$ cat src/rtl/tile_probe_arbiter_pkg.sv
// Shared game package: playfield bounds, level tile-type encodings and the
// solid-tile mask used by the level, collision and probe logic, plus the
// probe arbiter state encoding.
//
// Contents:
//   SCREEN_W, SCREEN_H  playfield size in pixels
//   TW                  tile-type field width
//   tileType_t          tile-type encodings
//   SOLID_MASK          bit t set means tile type t blocks movement
//   probeState_t        tile_probe_arbiter FSM states
//   isSolidTile()       lookup helper for level/collision users

package tile_probe_arbiter_pkg;

    localparam int SCREEN_W   = 640;
    localparam int SCREEN_H   = 480;
    localparam int TW         = 3;
    localparam int TILE_TYPES = 1 << TW;

    typedef enum logic [TW-1:0] {
        TILE_EMPTY    = 3'd0,
        TILE_GROUND   = 3'd1,
        TILE_BRICK    = 3'd2,
        TILE_STONE    = 3'd3,
        TILE_PIPE     = 3'd4,
        TILE_PLATFORM = 3'd5,
        TILE_DOOR     = 3'd6,
        TILE_WALL     = 3'd7
    } tileType_t;

    // Only the empty tile is passable.
    localparam logic [TILE_TYPES-1:0] SOLID_MASK = 8'b1111_1110;

    typedef enum logic [2:0] {
        S_IDLE = 3'd0,
        S_P0   = 3'd1,
        S_P1   = 3'd2,
        S_P2   = 3'd3,
        S_P3   = 3'd4,
        S_RESP = 3'd5
    } probeState_t;

    function automatic logic isSolidTile(input logic [TW-1:0] tileType);
        return SOLID_MASK[tileType];
    endfunction

endpackage

$ cat src/rtl/tile_probe_arbiter_rr.sv
// Round-robin grant for the tile probe arbiter.
//
// Ports:
//   clk       system clock
//   reset     asynchronous, active-low reset (pointer returns to 0)
//   req       per-channel request vector
//   accept    high on the cycle the current grant is taken
//   grant     one-hot grant, combinational from req and the pointer
//   grantIdx  binary index of the granted channel
//
// The search starts at rrPtr and wraps; after an accepted grant the pointer
// moves to the channel after the winner, so with every channel requesting
// each one is served once per N_CH grants.

module rr_arbiter #(
    parameter int N_CH = 4,
    parameter int IW   = (N_CH > 1) ? $clog2(N_CH) : 1
) (
    input  logic            clk,
    input  logic            reset,
    input  logic [N_CH-1:0] req,
    input  logic            accept,
    output logic [N_CH-1:0] grant,
    output logic [IW-1:0]   grantIdx
);

    logic [IW-1:0] rrPtr;
    logic          found;
    int            pos;
    logic [IW-1:0] posIdx;

    always_comb begin
        grant    = '0;
        grantIdx = '0;
        found    = 1'b0;
        pos      = 0;
        posIdx   = '0;
        for (int i = 0; i < N_CH; i++) begin
            pos = int'(rrPtr) + i;
            if (pos >= N_CH) begin
                pos = pos - N_CH;
            end
            posIdx = IW'(pos);
            if (!found && req[posIdx]) begin
                found          = 1'b1;
                grant[posIdx]  = 1'b1;
                grantIdx       = posIdx;
            end
        end
    end

    always_ff @(posedge clk or negedge reset) begin
        if (!reset) begin
            rrPtr <= '0;
        end else if (accept) begin
            rrPtr <= (grantIdx == IW'(N_CH - 1)) ? '0 : grantIdx + IW'(1);
        end
    end

endmodule

$ cat src/rtl/tile_probe_arbiter.sv
// Tile probe arbiter: shares one level read port among N_CH entity channels.
// A granted channel's bounding box is probed at its four corners, one per
// cycle, and a 4-bit collision mask is returned to that channel.
//
// Ports:
//   clk        system clock
//   reset      asynchronous, active-low reset
//   req_valid  per-channel probe request
//   req_ready  one-hot acceptance pulse
//   req_x/y    box top-left, channel c at [c*CW +: CW]
//   req_w/h    box size in pixels, channel c at [c*SW +: SW] (0 acts as 1)
//   rsp_valid  one-cycle result strobe per channel
//   rsp_mask   held corner mask per channel, bit 3-n for corner n
//   lvl_x/y    registered probe address to the level read port
//   lvl_type   tile type at lvl_x/lvl_y (combinational from the level)
//   busy       high whenever a probe is in flight
//   dbgState   current FSM state
//
// Handshake: a request transfers on a cycle where req_valid[c] and
// req_ready[c] are both high. req_ready is only raised in IDLE, for one
// channel, and never while reset is asserted; the requester keeps valid and
// its fields steady until that cycle.
//
// Timing: grant in cycle T, corners presented in T+1..T+4, rsp_valid in T+5.

module tile_probe_arbiter
#(
    parameter int N_CH     = 4,
    parameter int CW       = 10,
    parameter int SW       = 5,
    parameter int TW       = tile_probe_arbiter_pkg::TW,
    parameter logic [(1<<TW)-1:0] SOLID_MASK = tile_probe_arbiter_pkg::SOLID_MASK,
    parameter int SCREEN_W = tile_probe_arbiter_pkg::SCREEN_W,
    parameter int SCREEN_H = tile_probe_arbiter_pkg::SCREEN_H
) (
    input  logic                              clk,
    input  logic                              reset,
    input  logic [N_CH-1:0]                   req_valid,
    output logic [N_CH-1:0]                   req_ready,
    input  logic [N_CH*CW-1:0]                req_x,
    input  logic [N_CH*CW-1:0]                req_y,
    input  logic [N_CH*SW-1:0]                req_w,
    input  logic [N_CH*SW-1:0]                req_h,
    output logic [N_CH-1:0]                   rsp_valid,
    output logic [N_CH*4-1:0]                 rsp_mask,
    output logic [CW-1:0]                     lvl_x,
    output logic [CW-1:0]                     lvl_y,
    input  logic [TW-1:0]                     lvl_type,
    output logic                              busy,
    output tile_probe_arbiter_pkg::probeState_t dbgState
);

    import tile_probe_arbiter_pkg::*;

    localparam int IW = (N_CH > 1) ? $clog2(N_CH) : 1;

    // Bounds at CW+1 bits so that x+w-1 overflowing CW still reads as off-screen.
    localparam logic [CW:0]   SCREEN_W_L = (CW+1)'(SCREEN_W);
    localparam logic [CW:0]   SCREEN_H_L = (CW+1)'(SCREEN_H);
    localparam logic [CW-1:0] MAX_X      = CW'(SCREEN_W - 1);
    localparam logic [CW-1:0] MAX_Y      = CW'(SCREEN_H - 1);

    probeState_t   state;
    probeState_t   nextState;

    logic [N_CH-1:0] grant;
    logic [IW-1:0]   grantIdx;
    logic            accept;

    // Fields of the channel being granted this cycle.
    logic [CW-1:0]   gntX;
    logic [CW-1:0]   gntY;
    logic [SW-1:0]   gntW;
    logic [SW-1:0]   gntH;

    // Latched request.
    logic [CW-1:0]   boxX;
    logic [CW-1:0]   boxY;
    logic [SW-1:0]   boxW;
    logic [SW-1:0]   boxH;
    logic [IW-1:0]   chIdx;

    // Corner generation for the next lvl_x/lvl_y load.
    logic [1:0]      cornerSel;
    logic            loadCorner;
    logic [CW-1:0]   selX;
    logic [CW-1:0]   selY;
    logic [SW-1:0]   selW;
    logic [SW-1:0]   selH;
    logic [SW-1:0]   spanX;
    logic [SW-1:0]   spanY;
    logic [CW:0]     sumX;
    logic [CW:0]     sumY;
    logic            oobX;
    logic            oobY;
    logic [CW-1:0]   clampX;
    logic [CW-1:0]   clampY;

    // Out-of-bounds flag that travels with the presented corner.
    logic            cornerOob;
    logic            cornerHit;
    logic [3:1]      maskAcc;

    // ------------------------------------------------------------------
    // Arbitration
    // ------------------------------------------------------------------
    assign accept    = reset && (state == S_IDLE) && (|req_valid);
    assign req_ready = accept ? grant : '0;

    rr_arbiter #(
        .N_CH (N_CH),
        .IW   (IW)
    ) u_rr (
        .clk      (clk),
        .reset    (reset),
        .req      (req_valid),
        .accept   (accept),
        .grant    (grant),
        .grantIdx (grantIdx)
    );

    always_comb begin
        gntX = '0;
        gntY = '0;
        gntW = '0;
        gntH = '0;
        for (int c = 0; c < N_CH; c++) begin
            if (grant[c]) begin
                gntX = req_x[c*CW +: CW];
                gntY = req_y[c*CW +: CW];
                gntW = req_w[c*SW +: SW];
                gntH = req_h[c*SW +: SW];
            end
        end
    end

    // ------------------------------------------------------------------
    // FSM
    // ------------------------------------------------------------------
    always_comb begin
        nextState = state;
        case (state)
            S_IDLE:  if (accept) nextState = S_P0;
            S_P0:    nextState = S_P1;
            S_P1:    nextState = S_P2;
            S_P2:    nextState = S_P3;
            S_P3:    nextState = S_RESP;
            S_RESP:  nextState = S_IDLE;
            default: nextState = S_IDLE;
        endcase
    end

    // ------------------------------------------------------------------
    // Corner address: the corner for the following state is computed here
    // so lvl_x/lvl_y are registered and valid for the whole Pn cycle.
    // In IDLE the source is the granting channel, afterwards the latch.
    // ------------------------------------------------------------------
    always_comb begin
        cornerSel  = 2'd0;
        loadCorner = 1'b0;
        case (state)
            S_IDLE: begin cornerSel = 2'd0; loadCorner = accept; end
            S_P0:   begin cornerSel = 2'd1; loadCorner = 1'b1;   end
            S_P1:   begin cornerSel = 2'd2; loadCorner = 1'b1;   end
            S_P2:   begin cornerSel = 2'd3; loadCorner = 1'b1;   end
            default: begin cornerSel = 2'd0; loadCorner = 1'b0; end
        endcase

        selX = (state == S_IDLE) ? gntX : boxX;
        selY = (state == S_IDLE) ? gntY : boxY;
        selW = (state == S_IDLE) ? gntW : boxW;
        selH = (state == S_IDLE) ? gntH : boxH;

        // A zero size behaves as one pixel, so the far edge equals the near one.
        spanX = (selW == '0) ? '0 : selW - SW'(1);
        spanY = (selH == '0) ? '0 : selH - SW'(1);

        sumX = {1'b0, selX} + (cornerSel[0] ? (CW+1)'(spanX) : '0);
        sumY = {1'b0, selY} + (cornerSel[1] ? (CW+1)'(spanY) : '0);

        oobX   = (sumX >= SCREEN_W_L);
        oobY   = (sumY >= SCREEN_H_L);
        clampX = oobX ? MAX_X : sumX[CW-1:0];
        clampY = oobY ? MAX_Y : sumY[CW-1:0];
    end

    assign cornerHit = cornerOob | SOLID_MASK[lvl_type];

    // ------------------------------------------------------------------
    // State, request latch, probe address and mask registers
    // ------------------------------------------------------------------
    always_ff @(posedge clk or negedge reset) begin
        if (!reset) begin
            state     <= S_IDLE;
            boxX      <= '0;
            boxY      <= '0;
            boxW      <= '0;
            boxH      <= '0;
            chIdx     <= '0;
            lvl_x     <= '0;
            lvl_y     <= '0;
            cornerOob <= 1'b0;
            maskAcc   <= '0;
            rsp_mask  <= '0;
        end else begin
            state <= nextState;

            if (accept) begin
                boxX  <= gntX;
                boxY  <= gntY;
                boxW  <= gntW;
                boxH  <= gntH;
                chIdx <= grantIdx;
            end

            if (loadCorner) begin
                lvl_x     <= clampX;
                lvl_y     <= clampY;
                cornerOob <= oobX | oobY;
            end

            // lvl_type is sampled at the end of each Pn; corner n lands in bit 3-n.
            // The last corner goes straight into the channel's mask so that
            // it changes on the same cycle rsp_valid rises.
            case (state)
                S_P0: maskAcc[3] <= cornerHit;
                S_P1: maskAcc[2] <= cornerHit;
                S_P2: maskAcc[1] <= cornerHit;
                S_P3: begin
                    for (int c = 0; c < N_CH; c++) begin
                        if (IW'(c) == chIdx) begin
                            rsp_mask[c*4 +: 4] <= {maskAcc, cornerHit};
                        end
                    end
                end
                default: ;
            endcase
        end
    end

    // ------------------------------------------------------------------
    // Outputs
    // ------------------------------------------------------------------
    always_comb begin
        rsp_valid = '0;
        for (int c = 0; c < N_CH; c++) begin
            rsp_valid[c] = (state == S_RESP) && (IW'(c) == chIdx);
        end
    end

    assign busy     = (state != S_IDLE);
    assign dbgState = state;

endmodule

$ cat config.mk
export PLATFORM = sky130hd
export DESIGN_NAME = tile_probe_arbiter
export DESIGN_NICKNAME = d
export VERILOG_FILES = /design/src/rtl/tile_probe_arbiter_pkg.sv /design/src/rtl/tile_probe_arbiter_rr.sv /design/src/rtl/tile_probe_arbiter.sv
export SDC_FILE = /design/constraint.sdc
export NUM_CORES = 1
export LEC_CHECK = 0
export CAP_MARGIN = 30
export CORE_ASPECT_RATIO = 1.4
export CORE_MARGIN = 2
export CORE_UTILIZATION = 43
export DETAILED_ROUTE_END_ITERATION = 7
export HOLD_SLACK_MARGIN = 0.06
export PLACE_DENSITY = 0.81
export SLEW_MARGIN = 30
export SYNTH_ARGS = -nofsm -noshare
export SYNTH_HDL_FRONTEND = slang
export SYNTH_HIERARCHICAL = 1
export SYNTH_SLANG_ARGS = --single-unit
export TNS_END_PERCENT = 20
$ cat constraint.sdc
create_clock -name clk -period 6.3 [get_ports clk]
set_input_delay 0.63 -clock clk [delete_from_list [all_inputs] [get_ports clk]]
set_output_delay 0.63 -clock clk [all_outputs]
set_load 0.01 [all_outputs]
==> out/metrics.csv <==
metric,value,unit
root_buffer,clkbuf_16,
grt_first_pass_wirelength,26.32,mm
antenna_cells,0,
cts_sinks,77,
netlist_area,0.005709,mm^2
stdcell_area,0.008039,mm^2
cp.required,6.56,ns
worstSkewPairLatency,0.34,ns
holdCritPathClass,in -> async,
netlist.area_leader.share,33.75,%
hold_viol_final,0,
yosys_warnings,6,
firstDrtPassIters,4,
cts_hold_buf,0,
yosysUniqueCellTypes,70,
initial_core_util,44.13,%
htreeDepth,3,
power.density,646.2,mW/mm^2
dieWidth,101.4,um
rsz0062_at_grt,no,
syn-num-nets,801,
drtIter0Drc,286,
cts-buffers-inserted,9,
worstSetupPathType,in -> reg,
leakagePower,3.238,nW
whs,0.2946,ns
synth_area_leaders,"dfrtp_1 34%, a21oi_1 6.0%, nor2_1 5.2%, ha_1 3.9%, mux2_2 3.9%",
final_util,62.14,%
maxSlewViolCount,0,
antenna_found_initial,0,
place_congestion,0.8585,
die_y,140.3,um
worst_slew_pin_slew,0.7704,ns
async_flop_share,100.0,%
port_buffers,176,
clk_pin_slew_worst_paths,0.06,ns
synth.avg_cell_area,8.756,um^2
placed_cell_area,0.007682,mm^2
ant_nets,0,
r2r_end,lvl_y[8],
die-area,0.01423,mm^2
nNetsFinal,963,
setup_viol,0,
outcome,"finished, final reports clean",
grt_max_degree,79,
reg2reg_depth,25,
overflow,0,
clockBufferDepth,2,
routed_wl,16.34,mm
synth_flop_cell,dfrtp_1,
wl_per_cell,16.39,um
ios,177,
r2r_slack,0.52,ns
postCtsSetupRepairBufs,0,
hpwl,12.64,mm
yosysTopAreaCell,dfrtp_1,
vias_per_cell,5.445,
synth_seq_cells,77,
area_growth,40.81,%
gr-usage-all-layers,23.31,%
synth_edf_count,0,
clock_skew,0.005717,ns
start_kind,input pin,
syn_inst,652,
end_kind,register,
cts_resized,0,
cts_tree,built,
drcViolationCount,0,
period_share,93.41,%
slew_headroom,48.57,%
finalPower,0.005195,W
timing.final.crit_period,5.885,ns
drive_gt1_share,13.06,%
arrival,6.14,ns
ir_drop,0.3344,mV
core,0.01294,mm^2
drv_cap,0,
worstPathMaxFanout,39,
fmaxAchievable,169.9,MHz
yosys-top-cells-count,"79 x nor2_1, 77 x dfrtp_1, 68 x a21oi_1",
synth_most_common_cell,nor2_1,
grt_pass1_vias,5388,
fin_tns_setup,0,ns
via_count,5429,
fp-row-count,49,
seq_area_frac_synth,33.75,%
[metal layers]
layer	track usage, %	wire length, um
met3	3.992	741
met2	40.08	8478
met5	0	0
met1	28.91	6713
met4	8.606	404
[cells by family after synthesis]
kind of cell / after synthesis / share of synthesized area, %
AND/OR/NAND/NOR: 213 / 19.15
multiplexers: 30 / 6.575
adder cells (fa/ha/maj): 20 / 4.646
AO/OA/AOI/OAI: 221 / 27.09
buffers and inverters: 72 / 5.873
flip-flops: 77 / 33.75
XOR/XNOR: 19 / 2.915
[worst max path at each step]
| stage | slack (ns) | endpoint | start | depth (start not counted) |
|---|---|---|---|---|
| 6_report | 0.42 | lvl_y[8] | req_valid[1] | 24 |
| 5_1_grt | 0.02 | lvl_x[4] | req_valid[1] | 25 |
| 4_1_cts | 0.37 | lvl_y[8] | req_valid[1] | 25 |
| 3_5_place_dp | 0.06 | lvl_y[8] | req_valid[1] | 25 |
| 3_3_place_gp | 0.22 | lvl_x[2] | req_valid[1] | 24 |
| 2_1_floorplan | 0.21 | cornerOob | register | 29 |
[registers in the layout, summed over array words and instances (netlist names), 2 cells and up, named ones only]
name,flops
boxW,5
boxH,5
lvl_x,10
boxX,10
maskAcc,3
dbgState,3
boxY,10
chIdx,2
rsp_mask,16
lvl_y,10
[critical path, stage by stage]
cell             delay [ns]
clkdlybuf4s50_1        0.54
mux4_2                 0.59
buf_4                  0.22
a22oi_1                0.25
o21ai_2                0.14
buf_12                 0.19
a221oi_1               0.28
o31ai_1                0.16
and2_1                 0.23
a21oi_1                0.13
ha_1                   0.20
inv_1                  0.06
o41ai_1                0.28
buf_4                  0.19
nor2_1                 0.05
ha_1                   0.23
fa_1                   0.42
a21oi_1                0.22
o21ai_0                0.16
o21ai_0                0.13
xor2_1                 0.22
nand3_1                0.14
a31o_4                 0.30
a31oi_2                0.14
[through the flow]
| stage | worst slack, ns | cells |
|---|---|---|
| floorplan | 0.2067 | 652 |
| global placement | 0.2184 | 981 |
| detailed placement | 0.05840 | 981 |
| CTS | 0.3739 | 997 |
| global route | 0.02211 | 997 |
| finish | 0.4154 | 997 |
[cells in the final DEF, fill, tap and decap left out, types with 6 or more instances in the layout]
cell / n
and2_1: 12
a22oi_1: 22
clkbuf_16: 9
nand3_1: 8
nor2b_1: 13
buf_4: 21
a21o_1: 6
a31oi_1: 7
nor2_1: 78
dfrtp_1: 76
nand2b_1: 8
a221oi_1: 9
nand3b_1: 10
o21ai_0: 38
o22a_1: 8
mux2_2: 20
mux2i_1: 6
a31oi_2: 6
xnor2_1: 15
ha_1: 18
nand2_1: 50
clkdlybuf4s50_1: 175
inv_1: 23
o31ai_1: 6
a21oi_1: 67
[where the power goes]
part           total, W  switching (W)  internal, W
Combinational   0.00367        0.00204      0.00162
Sequential     0.000924       0.000183     0.000741
Clock          0.000603       0.000204     0.000399
[cell type report]
type	instances	area [um^2]
Multi-Input combinational cell	503	3503
Inverter	25	93.84
Clock buffer	11	242.7
Tap cell	178	222.7
Fill cell	1078	4897
Timing Repair Buffer	198	1941
Clock inverter	5	107.6
Sequential cell	77	1928
Power figures use the tool's default switching activity.
